--- src/rtl/sram_dp_ctrl.sv ---
// Simple-dual-port SRAM with byte strobes, pipelined read latency and a post-reset clear sequencer.
// Optional per-lane even parity is enabled by defining SRAM_PARITY_EN.
module sram_dp_ctrl #(
  parameter int DATA_W = 8,
  parameter int ADDR_W = 4,
  parameter int RD_LAT = 1
) (
  input  logic                clk,
  input  logic                rst,
  output logic                init_done,
  input  logic                wr,
  input  logic [DATA_W/8-1:0] wstrb,
  input  logic [ADDR_W-1:0]   waddr,
  input  logic [DATA_W-1:0]   wdata,
  input  logic                inj_perr,
  input  logic                rd,
  input  logic [ADDR_W-1:0]   raddr,
  output logic                rvalid,
  output logic [DATA_W-1:0]   rdata,
  output logic                perr,
  output logic [7:0]          rej_cnt
);
  localparam int LANES = DATA_W / 8;
  localparam int DEPTH = 1 << ADDR_W;

  typedef enum logic {S_INIT, S_RUN} state_t;
  state_t state, state_nxt;

  logic [ADDR_W-1:0] clr_ptr;
  logic [DATA_W-1:0] mem [DEPTH];
  logic              run;
  logic              rd_en;
  logic [DATA_W-1:0] rd_word;
  logic              rd_bad;

  logic              vld_q [RD_LAT];
  logic [DATA_W-1:0] dat_q [RD_LAT];
  logic              bad_q [RD_LAT];

  assign run   = (state == S_RUN);
  assign rd_en = run & rd;

  always_ff @(posedge clk or negedge rst) begin
    if (!rst) begin
      state   <= S_INIT;
      clr_ptr <= '0;
    end else begin
      state <= state_nxt;
      if (!run) clr_ptr <= clr_ptr + 1'b1;
    end
  end

  always_comb begin
    state_nxt = state;
    init_done = 1'b0;
    case (state)
      S_INIT:  if (clr_ptr == '1) state_nxt = S_RUN;
      S_RUN:   init_done = 1'b1;
      default: state_nxt = S_INIT;
    endcase
  end

  always_ff @(posedge clk or negedge rst) begin
    if (!rst) begin
      rej_cnt <= '0;
    end else if (!run && (rd || wr) && rej_cnt != 8'hFF) begin
      rej_cnt <= rej_cnt + 8'd1;
    end
  end

  // Write-first: a same-cycle write to the read address is merged lane by lane.
  always_comb begin
    rd_word = mem[raddr];
    if (wr && waddr == raddr) begin
      for (int unsigned i = 0; i < LANES; i++) begin
        if (wstrb[i]) rd_word[8*i +: 8] = wdata[8*i +: 8];
      end
    end
  end

`ifdef SRAM_PARITY_EN
  logic [LANES-1:0] par_mem [DEPTH];
  logic [LANES-1:0] rd_par;

  always_ff @(posedge clk) begin
    if (!run) begin
      par_mem[clr_ptr] <= '0;
    end else if (wr) begin
      for (int unsigned i = 0; i < LANES; i++) begin
        if (wstrb[i]) par_mem[waddr][i] <= (^wdata[8*i +: 8]) ^ inj_perr;
      end
    end
  end

  always_comb begin
    rd_par = par_mem[raddr];
    if (wr && waddr == raddr) begin
      for (int unsigned i = 0; i < LANES; i++) begin
        if (wstrb[i]) rd_par[i] = (^wdata[8*i +: 8]) ^ inj_perr;
      end
    end
    rd_bad = 1'b0;
    for (int unsigned i = 0; i < LANES; i++) begin
      if ((^rd_word[8*i +: 8]) != rd_par[i]) rd_bad = 1'b1;
    end
  end
`else
  logic unused_inj;
  assign unused_inj = inj_perr;
  assign rd_bad     = 1'b0;
`endif

  always_ff @(posedge clk) begin
    if (!run) begin
      mem[clr_ptr] <= '0;
    end else if (wr) begin
      for (int unsigned i = 0; i < LANES; i++) begin
        if (wstrb[i]) mem[waddr][8*i +: 8] <= wdata[8*i +: 8];
      end
    end
  end

  // Data stages only advance with a valid token, so rdata holds between reads.
  always_ff @(posedge clk or negedge rst) begin
    if (!rst) begin
      for (int unsigned k = 0; k < RD_LAT; k++) begin
        vld_q[k] <= 1'b0;
        dat_q[k] <= '0;
        bad_q[k] <= 1'b0;
      end
    end else begin
      vld_q[0] <= rd_en;
      if (rd_en) begin
        dat_q[0] <= rd_word;
        bad_q[0] <= rd_bad;
      end
      for (int unsigned k = 1; k < RD_LAT; k++) begin
        vld_q[k] <= vld_q[k-1];
        if (vld_q[k-1]) begin
          dat_q[k] <= dat_q[k-1];
          bad_q[k] <= bad_q[k-1];
        end
      end
    end
  end

  assign rvalid = vld_q[RD_LAT-1];
  assign rdata  = dat_q[RD_LAT-1];
  assign perr   = vld_q[RD_LAT-1] & bad_q[RD_LAT-1];

endmodule

--- config.mk ---
export PLATFORM = sky130hd
export DESIGN_NAME = sram_dp_ctrl
export DESIGN_NICKNAME = d
export VERILOG_FILES = /design/src/rtl/sram_dp_ctrl.sv
export SDC_FILE = /design/constraint.sdc
export NUM_CORES = 1
export LEC_CHECK = 0
export BUFFER_PORTS_ARGS = -buffer_cell sky130_fd_sc_hd__buf_2
export CAP_MARGIN = 10
export CORE_ASPECT_RATIO = 1.2
export CORE_UTILIZATION = 54
export DETAILED_ROUTE_END_ITERATION = 10
export GPL_TIMING_DRIVEN = 0
export PLACE_DENSITY = 0.75
export SYNTH_ARGS = -nofsm -noshare
export SYNTH_HDL_FRONTEND = slang
export SYNTH_SLANG_ARGS = --single-unit
export TNS_END_PERCENT = 5
--- constraint.sdc ---
create_clock -name clk -period 1.7 [get_ports clk]
set_input_delay 0.17 -clock clk [delete_from_list [all_inputs] [get_ports clk]]
set_output_delay 0.17 -clock clk [all_outputs]
set_load 0.005 [all_outputs]
Word-level counts from Yosys, hierarchy flattened
Memories as Yosys holds them, arrays and structs flattened.
Index checks and enable logic that the tools add are counted.

cells by class
  mux-type cells = 13
  equality and inequality tests = 3
  reductions and logical operators = 6
  $add $sub $neg = 2
  bitwise logic cells = 1

operator list
  cell                                         count
  2-to-1 mux 8 bit                             3
  2-to-1 mux 1 bit                             9
  adder 8 x 1 -> 8 bit, second input constant  1
  != test 8 bit, second input constant         1
  OR reduction 8 bit                           1
  adder 4 x 1 -> 4 bit, second input constant  1
  equality test 4 bit                          1
  equality test 4 bit, second input constant   1
  2-to-1 mux 4 bit                             1
  logical AND 1 bit                            3
  bitwise AND 1 bit                            1
  zero test 1 bit                              1
  logical OR 1 bit                             1

storage, ports and cells
  logic and storage cells = 31
  memory bits (writable) = 128
  flip-flop bits (word level) = 22
  memories kept = 1

memory list
  name  depth  bits a word  read ports  clocked after memory_dff  write ports  RTL line  RTL
  mem   16     8            1           0                         1            30        logic [DATA_W-1:0] mem [DEPTH];

Depth between registers and ports, before layout
Gate-level depths: netlist (run 1).

  word-level depth = 6
  gate-level depth with buffers = 6
  depth with buffers taken out = 5

Worst setup path after synthesis (run 1)
Ideal clock, no wire load.

  path type = register -> register
  start point = register state (netlist: run)
  end point = memory mem[1][0], enable pin
  setup slack = -100 ps
  data arrival time = 1430 ps
  period minus slack after synthesis = 1800 ps
  path buffers = 2
  setup time = 370 ps
  cell stages (with the launch flop) = 7
  cells stage by stage = dfrtp_1 buf_2 nand3_1 clkbuf_1 nor3_1 nor2_1 nor2_1

between the ends
  cells in the longest elaborated chain, start to end = 4
  elaborated cells on any way between the ends = 6

RTL lines
  element                                                         RTL line  RTL
  start: declaration                                              27        state_t state, state_nxt;
  start signal: assignment                                        48        state <= state_nxt;
  2-to-1 mux 1 bit                                                114       if (!run) begin
  2-to-1 mux 1 bit (implied by the code)                          118       if (wstrb[i]) mem[waddr][8*i +: 8] <= wdata[8*i +: 8];
  OR reduction 8 bit (no line)                                    n/a
  2-to-1 mux 4 bit (no line) or 2-to-1 mux 1 bit (tied branches)  n/a
  end: declaration                                                30

Parallel ways exist; a longest one is shown, timed or not.

Final worst setup path (run 1)
  start point = register clr_ptr[3]
  end point = memory mem[8][3], enable pin

between the ends
  cells in the longest elaborated chain, start to end = 1

RTL lines
  element                     RTL line  RTL
  start: declaration          29        logic [ADDR_W-1:0] clr_ptr;
  start signal: assignment    49        if (!run) clr_ptr <= clr_ptr + 1'b1;
  2-to-1 mux 4 bit (no line)  n/a

No other way between the ends.

==> results of run 1 <==
logic make-up (layout without fill, tap and decap cells):
kind of cell,count (synthesis),count (layout),synth area share (%)
xor+xnor,14,14,2.029
flops,150,150,72.70
mux,33,33,12.11
simple gates,76,76,5.506
buf+inv,27,109,2.153
fa+ha+maj,2,2,0.4139
other cells,1,1,0.06204
compound gates,36,36,5.030
routing by layer:
layer / GRT usage (%) / up-vias / share of wire, %
li1: - / 1486 / -
met1: 32.83 / 1742 / 39
met2: 39.92 / 184 / 51
met3: 5.998 / 49 / 6.4
met4: 12.03 / 0 / 4.1
met5: 0 / - / 0
tightest hold or removal path, stage by stage:
cell and delay (ns):
buf_2 0.07, inv_1 0.06, o221ai_1 0.14
what timing repair did:
item                                    in CTS  in global routing
endpoints found under the setup margin     256                243
setup buffers                               13                  0
gates cloned                                 1                  0
pin swaps                                   13                  8
hold buffers                                 1                  0
hold endpoints to repair                    22                  0
resized for setup                           71                 13
stage by stage:
step	hold slack [ns]	setup TNS (ns)	setup slack [ns]	cells	total power, mW
finish	0.07431	-0.8133	-0.02901	550	8.931
global route	0.08168	-4.550	-0.06732	550	9.163
floorplan	-0.1256	-10.11	-0.1002	339	4.559
detailed placement	0.1651	-128.84	-0.6630	504	4.795
global placement	0.1555	-105.53	-0.5911	504	4.780
CTS	0.06649	-0.1586	-0.008233	550	8.888
path summary, 6_finish.rpt:
path	start	endpoint	slack, ns	cells after the start
setup / recovery	clr_ptr[3]$_DFFE_PN0N_	mem[8][3]$_DFFE_PP_	-0.03	3
hold / removal	wdata[6]	rdata[6]$_DFFE_PN0P_	0.07	3
setup reg to reg	clr_ptr[3]$_DFFE_PN0N_	mem[8][3]$_DFFE_PP_	-0.03	3
hold reg to reg	rdata[5]$_DFFE_PN0P_	rdata[5]$_DFFE_PN0P_	0.49	2
max in group asynchronous	rst	rdata[2]$_DFFE_PN0P_	1.05	2
min in group asynchronous	rst	clr_ptr[2]$_DFFE_PN0N_	0.29	2
power groups by stage:
stage | clock network, mW | registers, mW | logic (mW)
final | 4.11 | 4.18 | 0.640
after global routing | 4.27 | 4.20 | 0.693
after detailed placement | 0 | 4.25 | 0.541
after floorplan | 0 | 4.25 | 0.305
after CTS | 4.10 | 4.18 | 0.611
after global placement | 0 | 4.25 | 0.531
sequential cells by signal, summed over array words and instances, names as in the netlist:
register / flops
run: 1
rej_cnt: 8
rdata: 8
rvalid: 1
mem: 128
clr_ptr: 4
cell type report:
cell class | count | area, µm²
sequential | 150 | 4394
fill | 599 | 3102
multi-input combinational | 162 | 1876
clock buffer | 17 | 425.4
timing repair buffer | 51 | 395.4
clock inverter | 15 | 224.0
tap | 129 | 161.4
buffer | 14 | 98.84
inverter | 12 | 45.04
layout by cell type, fill, tap and decap left out, drive strengths merged, types with 8 or more instances in the layout:
cell and instances:
dfrtp 22, edfxtp 128, buf 61, o221ai 8
clkbuf 20, inv 16, xnor2 8, mux4 32
nor2 36, a22o 16, nand2 16
==> impl_metrics.ini, run 1 <==
[routing]
drc = 0
first_pass_iters = 5
vias = 3461
drt-vias-per-instance = 6.293
drt_iter0_drc = 306
drt-total-wl_mm = 13.86
ant_nets = 0
post_drt_wl_per_cell_um = 25.21

[pwr]
p_int_mw = 6.970
power_switching_share_pct = 21.95
p_per_area_nw_per_um2 = 1172
power_frac_seq_pct = 46.9
netSwitchingPower_mw = 1.960
leakagePower_nw = 2.882
pwr-share-clk_pct = 46.0
worst_ir_drop_vdd_uv = 757.3
power_frac_comb_pct = 7.2

[sta]
post-route-period-util_pct = 101.7
fin_ws_ns = -0.02901
hold_violations = 0
fin_crit_ns = 1.729
fin_worst_skew_ns = 0.008000
slew_headroom_pct = 51.79
timing.final.setup_violations = 58
slew_violations = 0
worst_slew_pin_slew_ns = 0.7224
fmax_mhz = 578.4
rsz0062_at_grt = yes

[finish]
fin_util_pct = 71.07
syn_to_final_growth_pct = 26.06
diodes = 0
drive_gt1_share_pct = 40.38
design_area_um2 = 7620
nets = 432

[yosys]
synthArstFlopShare_pct = 14.67
syn_area_per_cell_um2 = 17.83
netlist_area_um2 = 6045
yosys-top-cells-count = edfxtp_1 (128), nor2_1 (36), mux4_2 (32), dfrtp_1 (22)
synth_top_area_share_pct = 63.59
synth-seq-cells = 150
synth.distinct_cells = 34
synth_ff_type = edfxtp_1
ys_warn_count = 0
netlist_instances = 339
yosys-top-cells-area = edfxtp_1 (64%), mux4_2 (12%), dfrtp_1 (9.1%), a22o_1 (2.3%), nor2_1 (2.2%)
ys_seq_area_share_pct = 72.70
yosysTopAreaCell = edfxtp_1
yosysMostFrequentCell = edfxtp_1
syn_nets = 363
synth_edf_count = 128

[worst_hold_path]
min_path_type = in -> reg

[worst_setup_path]
start_kind = flip-flop
slowest_stage = dfrtp_1
worstPathCellList = inv_1 -> o32a_4 -> nor2_4
cp-end-kind = flip-flop
crit_family = flip-flops
worstPathRequired_ns = 1.79
worstSetupPathType = reg -> reg
cp_slowest_stage_delay_ns = 0.54
crit_buf_inv = 1
cp.arrival_ns = 1.82
critPathMaxFanout = 8

[placed_design]
post_dp_cell_area_um2 = 6386
port_buffers = 36
dp_hpwl_mm = 7.698
place_congestion = 0.7444

[floorplanning]
die_height_um = 117.9
die_width_um = 98.58
core_area_um2 = 10720
ioPinCount = 41
dieArea_um2 = 11620
start_util_pct = 56.38
fp-row-count = 41

[clocking]
htreeDepth = 4
cts_root_buffer = clkbuf_16
numCtsBuffers = 17
insertion_delay_ns = 0.42
clock_sink_count = 150
cts_buffer_depth = 2
cts_tree = done
clkTransAtPathRegs_ns = 0.06

[global_route]
antenna_found_initial = 0
grt_pass1_vias = 3475
grt_max_degree = 23
grt_pass1_wl_mm = 20.58
grt.overflow.total = 0
grt.total_usage_pct = 25.13

[job]
cap_violations = 0

[run_status]
violations = setup timing
status = complete, but fails checks
(Power assumes the default switching activity.)
==> inputs of run 2 (changes only) <==
--- a/config.mk
+++ b/config.mk
@@ -8,10 +8,11 @@
 export BUFFER_PORTS_ARGS = -buffer_cell sky130_fd_sc_hd__buf_2
 export CAP_MARGIN = 10
 export CORE_ASPECT_RATIO = 1.2
-export CORE_UTILIZATION = 54
+export CORE_UTILIZATION = 67
+export CTS_BUF_LIST = sky130_fd_sc_hd__clkbuf_4
 export DETAILED_ROUTE_END_ITERATION = 10
 export GPL_TIMING_DRIVEN = 0
-export PLACE_DENSITY = 0.75
+export PLACE_DENSITY = 0.87
 export SYNTH_ARGS = -nofsm -noshare
 export SYNTH_HDL_FRONTEND = slang
 export SYNTH_SLANG_ARGS = --single-unit
==> constraint.sdc (replaced) <==
create_clock -name clk -period 2.2 [get_ports clk]
set_input_delay 0.22 -clock clk [delete_from_list [all_inputs] [get_ports clk]]
set_output_delay 0.22 -clock clk [all_outputs]
set_load 0.005 [all_outputs]
==> run 2 against run 1 <==
Against the previous run:
- the flow still finishes with violations (setup timing)
- global-route usage increased by 3.5 points
- maximum frequency decreased by 22%
- cell count decreased by 4.0%
- flip-flop and latch count unchanged
- power decreased by 41%
- clock-buffer cell count increased by 2
- die area decreased by 19%
- sequential power decreased by 23%
- highest routed layer unchanged
==> impl_metrics.ini, run 2 (synthesis gave the netlist of run 1 again) <==
[routing]
drt-vias-per-instance = 6.424
post_drt_wl_per_cell_um = 22.76
vias = 3392
drc = 0
ant_nets = 0
first_pass_iters = 5
drt-total-wl_mm = 12.02
drt_iter0_drc = 434

[finish]
fin_cells = 528
nets = 422
diodes = 0
largest-register = mem
syn_to_final_growth_pct = 11.34
layout_common_cells = edfxtp_1 (128), buf_2 (41), mux4_2 (32)
n_fill_cell = 461
largest_reg_flops = 128
drive_gt1_share_pct = 31.14
final_common_cell = edfxtp_1

[worst_setup_path]
crit_buf_inv = 2
crit_family = simple AND/OR/NAND/NOR gates
worstSetupPathType = reg -> reg
crit_cells = 4
start_kind = flip-flop
cp_slowest_stage_delay_ns = 0.90
r2r_cells = 4
critPathMaxFanout = 16
cp.arrival_ns = 2.39
slowest_stage = nor2_1
cp-end-kind = flip-flop
worstPathCellList = buf_2 -> nand3_1 -> clkbuf_2 -> nor2_1
worstPathRequired_ns = 2.36

[pwr]
pwr-share-clk_pct = 30.9
power_frac_seq_pct = 60.9
worst_ir_drop_vdd_uv = 568.6
netSwitchingPower_mw = 1.258
power_switching_share_pct = 23.78
p_int_mw = 4.034
p_per_area_nw_per_um2 = 786.3
leakagePower_nw = 2.574
power_frac_comb_pct = 8.2

[floorplanning]
start_util_pct = 69.82
fp-row-count = 37
dieArea_um2 = 9407
die_width_um = 88.71
die_height_um = 106.0
ioPinCount = 41
core_area_um2 = 8657

[sta]
fin_ws_ns = -0.02392
worst_slew_pin_slew_ns = 1.150
timing.final.setup_violations = 31
fmax_mhz = 449.7
fin_crit_ns = 2.224
rsz0062_at_grt = yes
slew_headroom_pct = 23.02
slew_violations = 0
holdWs_ns = 0.02265
hold_violations = 0
fin_worst_skew_ns = 0.02180
post-route-period-util_pct = 101.1

[clocking]
cts_setup_buffers = 0
cts_root_buffer = clkbuf_4
clock_sink_count = 150
insertion_delay_ns = 0.54
cts_tree = done
htreeDepth = 4
numCtsBuffers = 17
cts_buffer_depth = 2
clkTransAtPathRegs_ns = 0.12

[global_route]
grt.overflow.total = 0
antenna_found_initial = 0
grt_pass1_vias = 3343
grt.total_usage_pct = 28.68
grt_max_degree = 23
grt_pass1_wl_mm = 18.16

[job]
cap_violations = 0

[worst_hold_path]
min_path_type = in -> reg
min_delay_path_depth = 3

[placed_design]
place_congestion = 0.9113
port_buffers = 36
dp_hpwl_mm = 8.014
dp_cells = 492

[run_status]
status = complete, but fails checks
violations = setup timing
## run 2: final cells by class
class,instances,area (µm²),area share (%)
tap,117,146.4,2.175
clock inverter,13,132.6,1.971
buffer,15,86.33,1.283
multi-input combinational,162,1563,23.22
inverter,12,45.04,0.6693
timing repair buffer,40,220.2,3.272
clock buffer,19,142.6,2.119
sequential,150,4394,65.29
## run 2: timing repair
action	CTS	global route
resized for setup	11	7
hold buffers	4	0
setup endpoints to repair	181	169
hold endpoints to repair	25	0
## run 2: worst paths after layout
kind	startpoint	end	slack, ns
max	run$_DFF_PN0_	mem[11][3]$_DFFE_PP_	-0.02
min	wdata[4]	rdata[4]$_DFFE_PN0P_	0.02
max reg2reg	run$_DFF_PN0_	mem[11][3]$_DFFE_PP_	-0.02
min reg2reg	rdata[2]$_DFFE_PN0P_	rdata[2]$_DFFE_PN0P_	0.49
max in group asynchronous	rst	rdata[2]$_DFFE_PN0P_	1.69
min in group asynchronous	rst	rdata[3]$_DFFE_PN0P_	0.17
## run 2: power groups by stage
stage | logic [mW] | registers (mW) | clock network, mW
2_1_floorplan | 0.236 | 3.29 | 0
3_3_place_gp | 0.406 | 3.29 | 0
3_5_place_dp | 0.423 | 3.29 | 0
4_1_cts | 0.435 | 3.23 | 1.64
5_1_grt | 0.488 | 3.24 | 1.77
6_report | 0.434 | 3.22 | 1.63
## run 2: stage by stage
| step | util (%) | cell area, µm² | worst slack (ns) | TNS, ns | total power, mW |
|---|---|---|---|---|---|
| detailed placement | 73.59 | 6371 | -0.1545 | -7.155 | 3.715 |
| floorplan | - | 6045 | 0.3998 | 0 | 3.523 |
| finish | 77.74 | 6730 | -0.02392 | -0.2979 | 5.292 |
| global route | 77.74 | 6730 | -0.2141 | -12.38 | 5.496 |
| CTS | 77.54 | 6713 | -0.08980 | -2.656 | 5.304 |
| global placement | 73.59 | 6371 | -0.01727 | -0.2304 | 3.691 |
## run 2: tightest hold or removal path: stages
cell      delay (ns)
buf_2           0.08
inv_1           0.04
o221ai_1        0.17
## run 2: per-layer routing
metal	vias to the layer above	global-route usage [%]	part of all wire (%)	wire, µm
met4	0	14.29	4.1	498
met3	32	8.773	8.0	956
li1	1457	-	-	-
met1	1700	38.82	39	4650
met5	-	0	0	0
met2	203	42.69	49	5912
